$ cat src/rtl/icache_pkg.sv
// Shared definitions for the direct-mapped instruction cache:
// FSM states, block geometry and address-field widths.
package icache_pkg;

    localparam int BLOCK_BYTES     = 16;
    localparam int OFFSET_BITS     = 4;
    localparam int ADDR_BITS       = 32;
    localparam int BLOCK_BITS      = BLOCK_BYTES * 8;
    localparam int BLOCK_ADDR_BITS = ADDR_BITS - OFFSET_BITS;

    typedef enum logic [1:0] {
        IDLE,
        MEM_READ,
        UPDATE
    } state_t;

    function automatic int tag_bits(input int index_bits);
        return ADDR_BITS - OFFSET_BITS - index_bits;
    endfunction

endpackage

$ cat src/rtl/icache_line_store.sv
// Valid/tag/data storage for the instruction cache: combinational lookup
// port, synchronous fill port, valid bits cleared asynchronously on reset.
module icache_line_store
    import icache_pkg::*;
#(
    parameter int INDEX_BITS = 3,
    parameter int TAG_BITS   = 25
) (
    input  logic                  clock,
    input  logic                  reset,
    input  logic [INDEX_BITS-1:0] rd_index,
    output logic                  rd_valid,
    output logic [TAG_BITS-1:0]   rd_tag,
    output logic [BLOCK_BITS-1:0] rd_data,
    input  logic                  we,
    input  logic [INDEX_BITS-1:0] wr_index,
    input  logic [TAG_BITS-1:0]   wr_tag,
    input  logic [BLOCK_BITS-1:0] wr_data
);

    localparam int LINES = 1 << INDEX_BITS;

    logic [LINES-1:0]      valid;
    logic [TAG_BITS-1:0]   tags [LINES];
    logic [BLOCK_BITS-1:0] data [LINES];

    always_ff @(posedge clock or posedge reset) begin
        if (reset) begin
            valid <= '0;
        end else if (we) begin
            valid[wr_index] <= 1'b1;
        end
    end

    // NOTE: tag/data arrays get no reset; the valid bit alone qualifies them,
    // which keeps them mappable to plain RAM.
    always_ff @(posedge clock) begin
        if (we) begin
            tags[wr_index] <= wr_tag;
            data[wr_index] <= wr_data;
        end
    end

    assign rd_valid = valid[rd_index];
    assign rd_tag   = tags[rd_index];
    assign rd_data  = data[rd_index];

endmodule

$ cat src/rtl/icache_controller.sv
// Direct-mapped read-only instruction cache: same-cycle hits, and on a miss
// a stall while the 16-byte block is fetched and installed.
module icache_controller
    import icache_pkg::*;
#(
    parameter int INDEX_BITS = 3
) (
    input  logic                       clock,
    input  logic                       reset,
    input  logic                       read,
    input  logic [ADDR_BITS-1:0]       address,
    output logic [31:0]                instruction,
    output logic                       busywait,
    output logic                       mem_read,
    output logic [BLOCK_ADDR_BITS-1:0] mem_address,
    input  logic [BLOCK_BITS-1:0]      mem_readdata,
    input  logic                       mem_busywait
);

    localparam int TAG_BITS = tag_bits(INDEX_BITS);

    state_t state;
    state_t state_next;

    logic [BLOCK_ADDR_BITS-1:0] miss_addr;
    logic [INDEX_BITS-1:0]      addr_index;
    logic [TAG_BITS-1:0]        addr_tag;
    logic [1:0]                 addr_word;
    logic                       line_valid;
    logic [TAG_BITS-1:0]        line_tag;
    logic [BLOCK_BITS-1:0]      line_data;
    logic                       hit;
    logic                       lookup_hit;
    logic                       start_fill;
    logic                       fill_we;
    logic                       unused_byte_offset;

    assign addr_word          = address[3:2];
    assign addr_index         = address[OFFSET_BITS +: INDEX_BITS];
    assign addr_tag           = address[ADDR_BITS-1 -: TAG_BITS];
    assign unused_byte_offset = ^address[1:0];

    icache_line_store #(
        .INDEX_BITS (INDEX_BITS),
        .TAG_BITS   (TAG_BITS)
    ) u_line_store (
        .clock    (clock),
        .reset    (reset),
        .rd_index (addr_index),
        .rd_valid (line_valid),
        .rd_tag   (line_tag),
        .rd_data  (line_data),
        .we       (fill_we),
        .wr_index (miss_addr[INDEX_BITS-1:0]),
        .wr_tag   (miss_addr[BLOCK_ADDR_BITS-1 -: TAG_BITS]),
        .wr_data  (mem_readdata)
    );

    assign hit        = read & line_valid & (line_tag == addr_tag);
    assign lookup_hit = (state == IDLE) & hit;

    assign instruction = lookup_hit ? line_data[{addr_word, 5'd0} +: 32] : 32'd0;
    assign busywait    = read & ~lookup_hit;

    // Memory outputs decode straight from state, so reset drops mem_read at once.
    assign mem_read    = (state == MEM_READ);
    assign mem_address = miss_addr;

    // NOTE: sequential state uses non-blocking assignments so every register
    // samples pre-edge values regardless of statement order.
    always_ff @(posedge clock or posedge reset) begin
        if (reset) begin
            state     <= IDLE;
            miss_addr <= '0;
        end else begin
            state <= state_next;
            if (start_fill) begin
                miss_addr <= address[ADDR_BITS-1:OFFSET_BITS];
            end
        end
    end

    // NOTE: every output of this block is defaulted first so no path
    // leaves a value unassigned and infers a latch.
    always_comb begin
        state_next = state;
        start_fill = 1'b0;
        fill_we    = 1'b0;
        case (state)
            IDLE: begin
                if (read && !hit) begin
                    start_fill = 1'b1;
                    state_next = MEM_READ;
                end
            end
            MEM_READ: begin
                if (!mem_busywait) begin
                    state_next = UPDATE;
                end
            end
            UPDATE: begin
                fill_we    = 1'b1;
                state_next = IDLE;
            end
            default: state_next = IDLE;
        endcase
    end

endmodule

$ cat config.mk
export PLATFORM = sky130hd
export DESIGN_NAME = icache_controller
export DESIGN_NICKNAME = d
export VERILOG_FILES = /design/src/rtl/icache_pkg.sv /design/src/rtl/icache_line_store.sv /design/src/rtl/icache_controller.sv
export SDC_FILE = /design/constraint.sdc
export NUM_CORES = 1
export LEC_CHECK = 0
export ABC_AREA = 0
export CAP_MARGIN = 0
export CORE_MARGIN = 5
export CORE_UTILIZATION = 36
export DETAILED_ROUTE_END_ITERATION = 6
export PLACE_DENSITY = 0.52
export SLEW_MARGIN = 15
export SYNTH_ARGS = -nofsm -noshare
export SYNTH_HDL_FRONTEND = slang
export SYNTH_SLANG_ARGS = --single-unit
$ cat constraint.sdc
create_clock -name clock -period 33 [get_ports clock]
set_clock_uncertainty 0.15 [all_clocks]
set_input_delay 6.6 -clock clock [delete_from_list [all_inputs] [get_ports clock]]
set_output_delay 6.6 -clock clock [all_outputs]
set_load 0.01 [all_outputs]
### After elaboration in Yosys (flattened, before gate mapping)

Memories as Yosys holds them, arrays and structs flattened.
Index checks and enable logic that the tools add are counted.

| operators by class | value |
|---|---|
| div/mod/pow operators | 0 |
| shift operators | 1 |
| magnitude comparators | 3 |
| muxes and demuxes | 13 |
| reduce and logical (&&, ||, !) cells | 5 |
| multiply operators | 0 |
| add/subtract/negate cells | 0 |
| bitwise logic cells | 6 |
| equality and inequality tests | 5 |

Operators by type and width:

| kind | count |
|---|---|
| 128-bit by 8-bit indexed part select with 32-bit output | 1 |
| 32-bit 2-to-1 mux | 1 |
| 25-bit equality test | 1 |
| 3-bit by 4-bit less-than comparator with 1-bit output (second input constant) | 2 |
| 8-bit bitwise OR | 1 |
| 1-bit 2-to-1 mux | 7 |
| 1-bit bitwise AND | 4 |
| 2-bit 2-to-1 mux | 2 |
| 2-bit case mux with 2 select lines | 1 |
| 1-bit binary-select mux with 3-bit select | 1 |
| 1-bit demux with 3-bit select | 1 |
| 3-bit by 1-bit >= comparator with 1-bit output (second input constant) | 1 |
| 2-bit by 1-bit equality test with 1-bit output (second input constant) | 1 |
| 2-bit equality test (second input constant) | 1 |
| 1-bit logical AND | 2 |
| 2-bit zero test | 1 |
| 2-bit by 1-bit != test with 1-bit output (second input constant) | 1 |
| 2-bit != test (second input constant) | 1 |
| 2-bit AND reduction | 1 |
| 1-bit zero test | 1 |
| 1-bit inverter | 1 |

| word-level totals | value |
|---|---|
| flip-flop bits (word level) | 38 |
| ROM bits | 0 |
| output and inout port bits | 62 |
| bits in latches | 0 |
| memories | 2 |
| RAM bits | 1224 |
| word-level logic and storage cells | 38 |
| input bits | 164 |

Memories:

| name | words | width | rd ports | clocked after Yosys merged registers in | wr ports | RTL line | text |
|---|---|---|---|---|---|---|---|
| u_line_store.data | 8 | 128 | 1 | 0 | 1 | icache_line_store.sv:25 | `logic [BLOCK_BITS-1:0] data [LINES];` |
| u_line_store.tags | 8 | 25 | 1 | 0 | 1 | icache_line_store.sv:24 | `logic [TAG_BITS-1:0] tags [LINES];` |

### Logic depth before layout (Yosys ltp)

| logic depth | value |
|---|---|
| depth after elaboration | 8 |
| mapped depth | 14 |
| gate-level depth less buffers | 8 |

### Cells and area by module

From an unflattened synthesis, not the netlist that was laid out.

| unflattened totals | value |
|---|---|
| cell total of the unflattened synthesis | 1983 |
| area, all modules | 48661.7 µm² |

Modules (own cells, without submodules):

| module | area each (µm²) | cells an instance | times used | seq. area each (µm²) |
|---|---|---|---|---|
| icache_line_store | 46259.4 | 1804 | 1 | 36955.4 |
| icache_controller | 2402.3 | 179 | 1 | 750.7 |

### Worst setup path after synthesis

Ideal clock, no wire load.

| path | value |
|---|---|
| path type | input port to output port |
| start point | input port address[4] |
| end point | output port instruction[10] |
| required time | 26.250 ns |
| buffers on the path | 5 |
| arrival | 9.322 ns |
| cell stages on the path | 13 |
| path slack | 16.928 ns |
| path through | buf_6 buf_6 and2_1 buf_2 a22o_1 a221oi_1 xnor2_1 nand4_1 or4_1 or4_1 buf_2 buf_6 nor2_1 |

| between the ends | value |
|---|---|
| word-level cells in the longest chain between the ends | 6 |

Ends and longest elaborated chain:

| item | RTL line | text |
|---|---|---|
| from (decl) | icache_controller.sv:11 | `input logic [ADDR_BITS-1:0] address,` |
| branches (longest 5 deep; another with memory read 8 x 128 bit) | - |  |
| 32-bit 2-to-1 mux * | icache_controller.sv:62 | `assign instruction = lookup_hit ? line_data[{addr_word, 5'd0} +: 32] : 32'd0;` |
| to (decl) | icache_controller.sv:12 | `output logic [31:0] instruction,` |

Mark *: on every way between the ends. The select of a mux whose other input is x is not followed.

### Worst setup path after layout

| path | value |
|---|---|
| start point | input port address[5] |
| end point | output port instruction[2] |

Same word-level chain as after synthesis.

==> run summary <==
### Run status
- outcome: finished, final reports clean

### Clock network
- cts bufs inserted: 137
- Max Root-Sink Buffers: 3
- CTS tree: done
- total setup buffers inserted after CTS: 0
- clock input transition at the sequential cells of the worst setup and hold paths: 0.06 ns
- number of hold-repair buffers added at the cts stage: 0
- clock sink count: 1262
- insertion delay of the later-clocked pin in the worst-skew pair: 0.77 ns
- Root Buffer Master: sky130_fd_sc_hd__clkbuf_16
- number of gates resized after cts: 0
- CTS H-Tree Depth: 4

### Pwr
- largest voltage drop on the vdd net: 0.0000439 V
- sequential fraction of design power: 0.529
- power share of the clock group: 0.392
- net switching power: 0.815 mW
- static leakage: 17.9 nW
- fraction of power spent switching nets: 0.224
- cell-internal power: 2.82 mW
- power density of the placed cells: 64.0 nW/um2
- Comb pwr share: 0.079

### Floorplan
- initial core utilization: 0.362
- placement row count: 134
- io pins: 226
- die span in y: 376 um
- overall die width: 376 um
- die area: 141000 um2
- area inside the core boundary: 133000 um2

### GRT
- number of global-route vias before repair: 23600
- total congestion overflow after global routing: 0
- antenna violations before repair: 26
- GR met2 Demand/Resource: 0.267
- maximum number of pins on one net before global-route repair: 119
- All-Layer GR Usage: 0.162
- global-route wire length before repair: 165000 um
- global route hottest layer: met2
- met1 capacity usage during global routing: 0.213
- grt met3 use: 0.0438

### Timing
- minimum hold slack: 0.322 ns
- Max Clk Rate: 53.2 MHz
- Fin Setup TNS: 0 ns
- headroom to the max-slew limit: 0.206
- post-route fraction of the period consumed by the critical path: 0.569
- fin crit period: 18.79 ns
- Worst Tran Pin Value: 1.19 ns
- worst setup margin: 14.21 ns
- unrepaired setup endpoints after global routing: false
- total setup violations reported at the end of the flow: 0
- max-slew violation count: 0
- count of final hold-check violations: 0

### Run
- max-capacitance violation count: 0

### Routing
- total number of vias: 21500
- drt wl/cell: 27.2 um
- DRC Markers: 0
- drt via density: 5.16
- TritonRoute pass-1 iters: 4
- Total Routed Length: 114000 um
- number of nets with antenna violations after routing: 0
- DRC violation total after the first TritonRoute iteration: 1441

### Yosys
- portion of the post-synthesis area used by sequential elements: 0.783
- number of synthesized register bits: 1262
- top cells by area, synth: sky130_fd_sc_hd__edfxtp_1 76%, sky130_fd_sc_hd__mux4_2 16%, sky130_fd_sc_hd__mux2i_1 2.3%
- number of distinct standard cells referenced by the synthesized netlist: 34
- number of warning messages in the yosys log: 0
- Post-Syn Instances: 1984
- synthesized area divided by synthesized cell count: 24.3 um2
- post-synthesis cell area: 48200 um2
- area fraction of the dominant cell type after synthesis: 0.763
- top cell type by total area after synthesis: sky130_fd_sc_hd__edfxtp_1
- post-synth net total: 2148

### Setup path
- Crit path arrival time: 12.04 ns
- Worst R2R Start: state[0]$_DFFE_PP0P_
- Worst setup SP type: input port
- CP Launch Point: address[5]
- Worst Setup End Kind: primary output
- setup slack of the worst register-to-register path: 29.43 ns
- CP Data Required Time: 26.25 ns
- cell depth of the worst flop-to-flop path: 4
- largest fanout of any net on the critical path: 106
- category of the critical setup timing path: in -> out

### Min path
- kind of path behind the tightest hold check: reg -> reg
- hold path cells: 1
- launch instance of the worst min-delay path: u_line_store.valid[7]$_DFFE_PP0P_

### Placed design
- count of input and output buffers: 223
- minimum setup slack after placement: 14.08 ns
- routability congestion estimate from global placement: 0.696
- DP Cell Count: 3915
- placed inst area: 52500 um2
- placed wire-length estimate: 61900 um

### Layout
- Total Nets Final: 2450
- synthesis-to-layout area growth: 17.9%
- post-layout instance area: 56800 um2
- non-filler instance count after layout: 4174
- share of cells above drive strength 1: 0.258

-- state kept, by name, indices dropped and copies added, names as in the netlist --
register	cells
u_line_store.data	1024
u_line_store.tags	200
mem_address	28
u_line_store.valid	8
state	2
-- synthesized netlist by cell type --
library cell,number
sky130_fd_sc_hd__nand4_1,5
sky130_fd_sc_hd__nor2_1,40
sky130_fd_sc_hd__mux2_1,1
sky130_fd_sc_hd__buf_6,10
sky130_fd_sc_hd__a22oi_1,12
sky130_fd_sc_hd__a221oi_1,11
sky130_fd_sc_hd__mux2_2,27
sky130_fd_sc_hd__nor3b_1,1
sky130_fd_sc_hd__a21oi_1,1
sky130_fd_sc_hd__clkbuf_1,38
sky130_fd_sc_hd__and2_1,3
sky130_fd_sc_hd__dfrtp_1,38
sky130_fd_sc_hd__or3_1,1
sky130_fd_sc_hd__or4_1,2
sky130_fd_sc_hd__xor2_1,14
sky130_fd_sc_hd__nand4bb_1,1
sky130_fd_sc_hd__a22o_1,11
sky130_fd_sc_hd__inv_1,2
sky130_fd_sc_hd__nor3_1,2
sky130_fd_sc_hd__buf_4,5
sky130_fd_sc_hd__nand3b_1,1
sky130_fd_sc_hd__mux4_2,338
sky130_fd_sc_hd__or3b_2,1
sky130_fd_sc_hd__or2_2,8
sky130_fd_sc_hd__buf_2,33
sky130_fd_sc_hd__nand2_1,9
sky130_fd_sc_hd__nor2b_1,6
sky130_fd_sc_hd__buf_1,15
sky130_fd_sc_hd__o21ai_1,1
sky130_fd_sc_hd__mux2i_1,109
sky130_fd_sc_hd__xnor2_1,10
sky130_fd_sc_hd__nand2b_1,2
sky130_fd_sc_hd__nand3_1,2
sky130_fd_sc_hd__edfxtp_1,1224
-- cell type report --
cell class / instances / area, um2
antenna: 17 / 42.5
clock buffer: 175 / 3730
sequential: 1262 / 37700
inverter: 2 / 7.51
timing repair buffer: 264 / 2610
clock inverter: 67 / 494
multi-input combinational: 619 / 9990
tap: 1768 / 2210
fill: 11400 / 76300
-- cell usage in the layout (no fill, tap or decap), types with 17 or more instances in the layout --
master	instances
sky130_fd_sc_hd__edfxtp_1	1224
sky130_fd_sc_hd__mux4_2	338
sky130_fd_sc_hd__clkdlybuf4s50_1	218
sky130_fd_sc_hd__clkbuf_16	142
sky130_fd_sc_hd__mux2i_1	109
sky130_fd_sc_hd__dfrtp_1	38
sky130_fd_sc_hd__buf_4	37
sky130_fd_sc_hd__nor2_1	34
sky130_fd_sc_hd__clkinv_1	29
sky130_fd_sc_hd__clkbuf_1	28
sky130_fd_sc_hd__mux2_2	27
sky130_fd_sc_hd__clkinv_2	26
sky130_fd_sc_hd__diode_2	17
-- routing by layer --
metal,vias to the layer above,share of wire
li1,9159,-
met1,11700,0.42
met2,506,0.50
met3,178,0.061
met4,8,0.023
met5,-,0.00048
-- worst max-delay path, cell delays in order --
cell	delay (ns)
sky130_fd_sc_hd__buf_8	0.65
sky130_fd_sc_hd__buf_4	0.84
sky130_fd_sc_hd__mux2i_1	0.17
sky130_fd_sc_hd__a22o_1	0.27
sky130_fd_sc_hd__a221oi_1	0.33
sky130_fd_sc_hd__xnor2_1	0.16
sky130_fd_sc_hd__nand4_1	0.14
sky130_fd_sc_hd__or4_1	0.60
sky130_fd_sc_hd__or4_2	1.12
sky130_fd_sc_hd__nor2_1	0.31
sky130_fd_sc_hd__clkdlybuf4s50_1	0.58
-- cells by family (layout without fill, tap and decap cells) --
logic type,count (synthesis),count (layout),synth area share
flip-flops,1262,1262,0.783
multiplexers,475,475,0.187
buffers and inverters,103,508,0.0108
AND/OR/NAND/NOR,84,84,0.00852
AO/OA/AOI/OAI,36,36,0.00608
XOR/XNOR,24,24,0.00436
other,0,17,0
-- power by group through the flow --
stage,Combinational [mW],Clock [mW],Sequential (mW)
5_1_grt,0.310,1.54,1.93
3_5_place_dp,0.296,0,1.96
4_1_cts,0.298,1.47,1.92
6_report,0.288,1.43,1.92
2_1_floorplan,0.148,0,1.96
3_3_place_gp,0.294,0,1.95
-- per-stage QoR --
stage,utilization,total power [mW]
after detailed placement,0.395,2.25
after CTS,0.426,3.69
after global placement,0.395,2.24
final,0.427,3.64
after floorplan,-,2.11
after global routing,0.426,3.78
-- path summary, 6_finish.rpt --
path                                                            to
worst max-delay path                                instruction[2]
worst min-delay path             u_line_store.valid[7]$_DFFE_PP0P_
worst max register to register  u_line_store.data[4][53]$_DFFE_PP_
worst min register to register   u_line_store.valid[7]$_DFFE_PP0P_
max in group asynchronous              mem_address[19]$_DFFE_PP0P_
min in group asynchronous              mem_address[17]$_DFFE_PP0P_
No activity file was read; power rests on OpenSTA's default activity.
==> edit: new RTL, same settings <==
`INDEX_BITS` is set to 3 in 2 places; all go to 2.
--- a/src/rtl/icache_line_store.sv
+++ b/src/rtl/icache_line_store.sv
@@ -4,5 +4,5 @@
     import icache_pkg::*;
 #(
-    parameter int INDEX_BITS = 3,
+    parameter int INDEX_BITS = 2,
     parameter int TAG_BITS   = 25
 ) (
--- a/src/rtl/icache_controller.sv
+++ b/src/rtl/icache_controller.sv
@@ -4,5 +4,5 @@
     import icache_pkg::*;
 #(
-    parameter int INDEX_BITS = 3
+    parameter int INDEX_BITS = 2
 ) (
     input  logic                       clock,
Behaviour: same outputs for any inputs over 4 cycles, from zero or initial values and one cycle with reset high; that may be too few to reach the edited logic, so the function may still have changed.
==> edit against the unedited design <==
- cell area decreased by 46%
- global-route usage decreased by 1.8 points
- routed wire length decreased by 52%
- total power decreased by 46%
- worst setup slack improved by 0.89 ns
- synthesized area decreased by 48%
- sequential cell count decreased by 612
- critical path type unchanged
- critical endpoint is now instruction[0]
- highest routed layer unchanged
==> edit: results (changes against the unedited design) <==
Post-DP HPWL 29500 µm (-52%); WHS 0.311 ns (-0.0105 ns); Routed wire per std cell 23.7 µm (-13%); later-pin clock latency in the skew report 0.59 ns (-0.18 ns); ranking of synthesized cells by area edfxtp_1 74%, mux4_2 16%, dfrtp_1 3.4%; cells on worst reg2reg path 8 (+4); clock buffer count in the final layout 99 (-43%); H-tree levels 3 (-1); sequential area share after synthesis 0.775 (-0.00842); NonClk Buf Share 0.0780 (+0.0321); via count of the first global-routing pass 12.6k (-47%); Seq. cell area 19300 µm² (-49%); # clock sinks 650 (-48%); Met3 Wirelength 3440 µm (-51%); invs w/o clock 6 (+4); area of the multi-input gates 5360 µm² (-46%); Critical Path Slowest Stage Cell or3_4; share of cells above drive strength 1 0.235 (-0.0228); M2 GR Usage 0.240 (-0.0271); pin count of the biggest net entering global routing 139 (+17%); Post-synth EDFFs 616 (-50%); Compound-Gate Fraction of Synth Area 0.00646 (+0.000382); Cell variety after synth 44 (+29%); max reg flops 512 (-50%); Post-Synth XOR/XNOR Area 0.00701 (+0.00265); # fillers 5948 (-48%); WP data arrival 11.14 ns (-0.90 ns); clock-cell share of area 0.0715 (-0.00285); Setup crit end instruction[0]; antenna violations before repair 12 (-54%); met3 usage 0.0407 (-0.00313); Worst IR Drop VDD 0.0330 mV (-25%); Lkg Pwr 9.62 nW (-46%); status finished, final reports clean; Inserted Clock Buffers 72 (-47%); crit path from address[4]; DRT iter0 DRCs 752 (-48%); met1 GRT Util 0.189 (-0.0239); syn nets 1204 (-44%); met2 WL 27000 µm (-52%); DR vias 11.5k (-47%); Synth async-reset ratio 0.0523 (+0.0222); hold path startpoint u_line_store.valid[1]$_DFFE_PP0P_; GPL Wtd Cong 0.725 (+4.1%); first-pass GRT wire length 80900 µm (-51%); RR Startpoint u_line_store.tags[1][10]$_DFFE_PP_; R2R Path End mem_address[27]$_DFFE_PP0P_; M1 WL 23000 µm (-52%)
edit: power groups by stage:
stage          Sequential (mW)  Combinational, mW  Clock (mW)
6_report                  1.02              0.194       0.740
5_1_grt                   1.03              0.209       0.802
4_1_cts                   1.02              0.200       0.766
3_5_place_dp              1.04              0.200           0
3_3_place_gp              1.03              0.199           0
2_1_floorplan             1.05             0.0947           0
edit: stage by stage:
step / cells / worst slack (ns) / power, mW / area [µm²]
6_report: 2288 / 15.11 / 1.95 / 30500
2_1_floorplan: 1040 / 17.35 / 1.14 / 25000
5_1_grt: 2284 / 14.43 / 2.04 / 30400
3_3_place_gp: 2158 / 14.67 / 1.23 / 28300
3_5_place_dp: 2158 / 14.67 / 1.24 / 28300
4_1_cts: 2284 / 14.64 / 1.99 / 30400
edit: cell families after synthesis:
| kind of cell | Yosys count |
|---|---|
| xor+xnor | 20 |
| flops | 650 |
| mux | 228 |
| compound gates | 21 |
| simple gates | 65 |
| buf+inv | 56 |
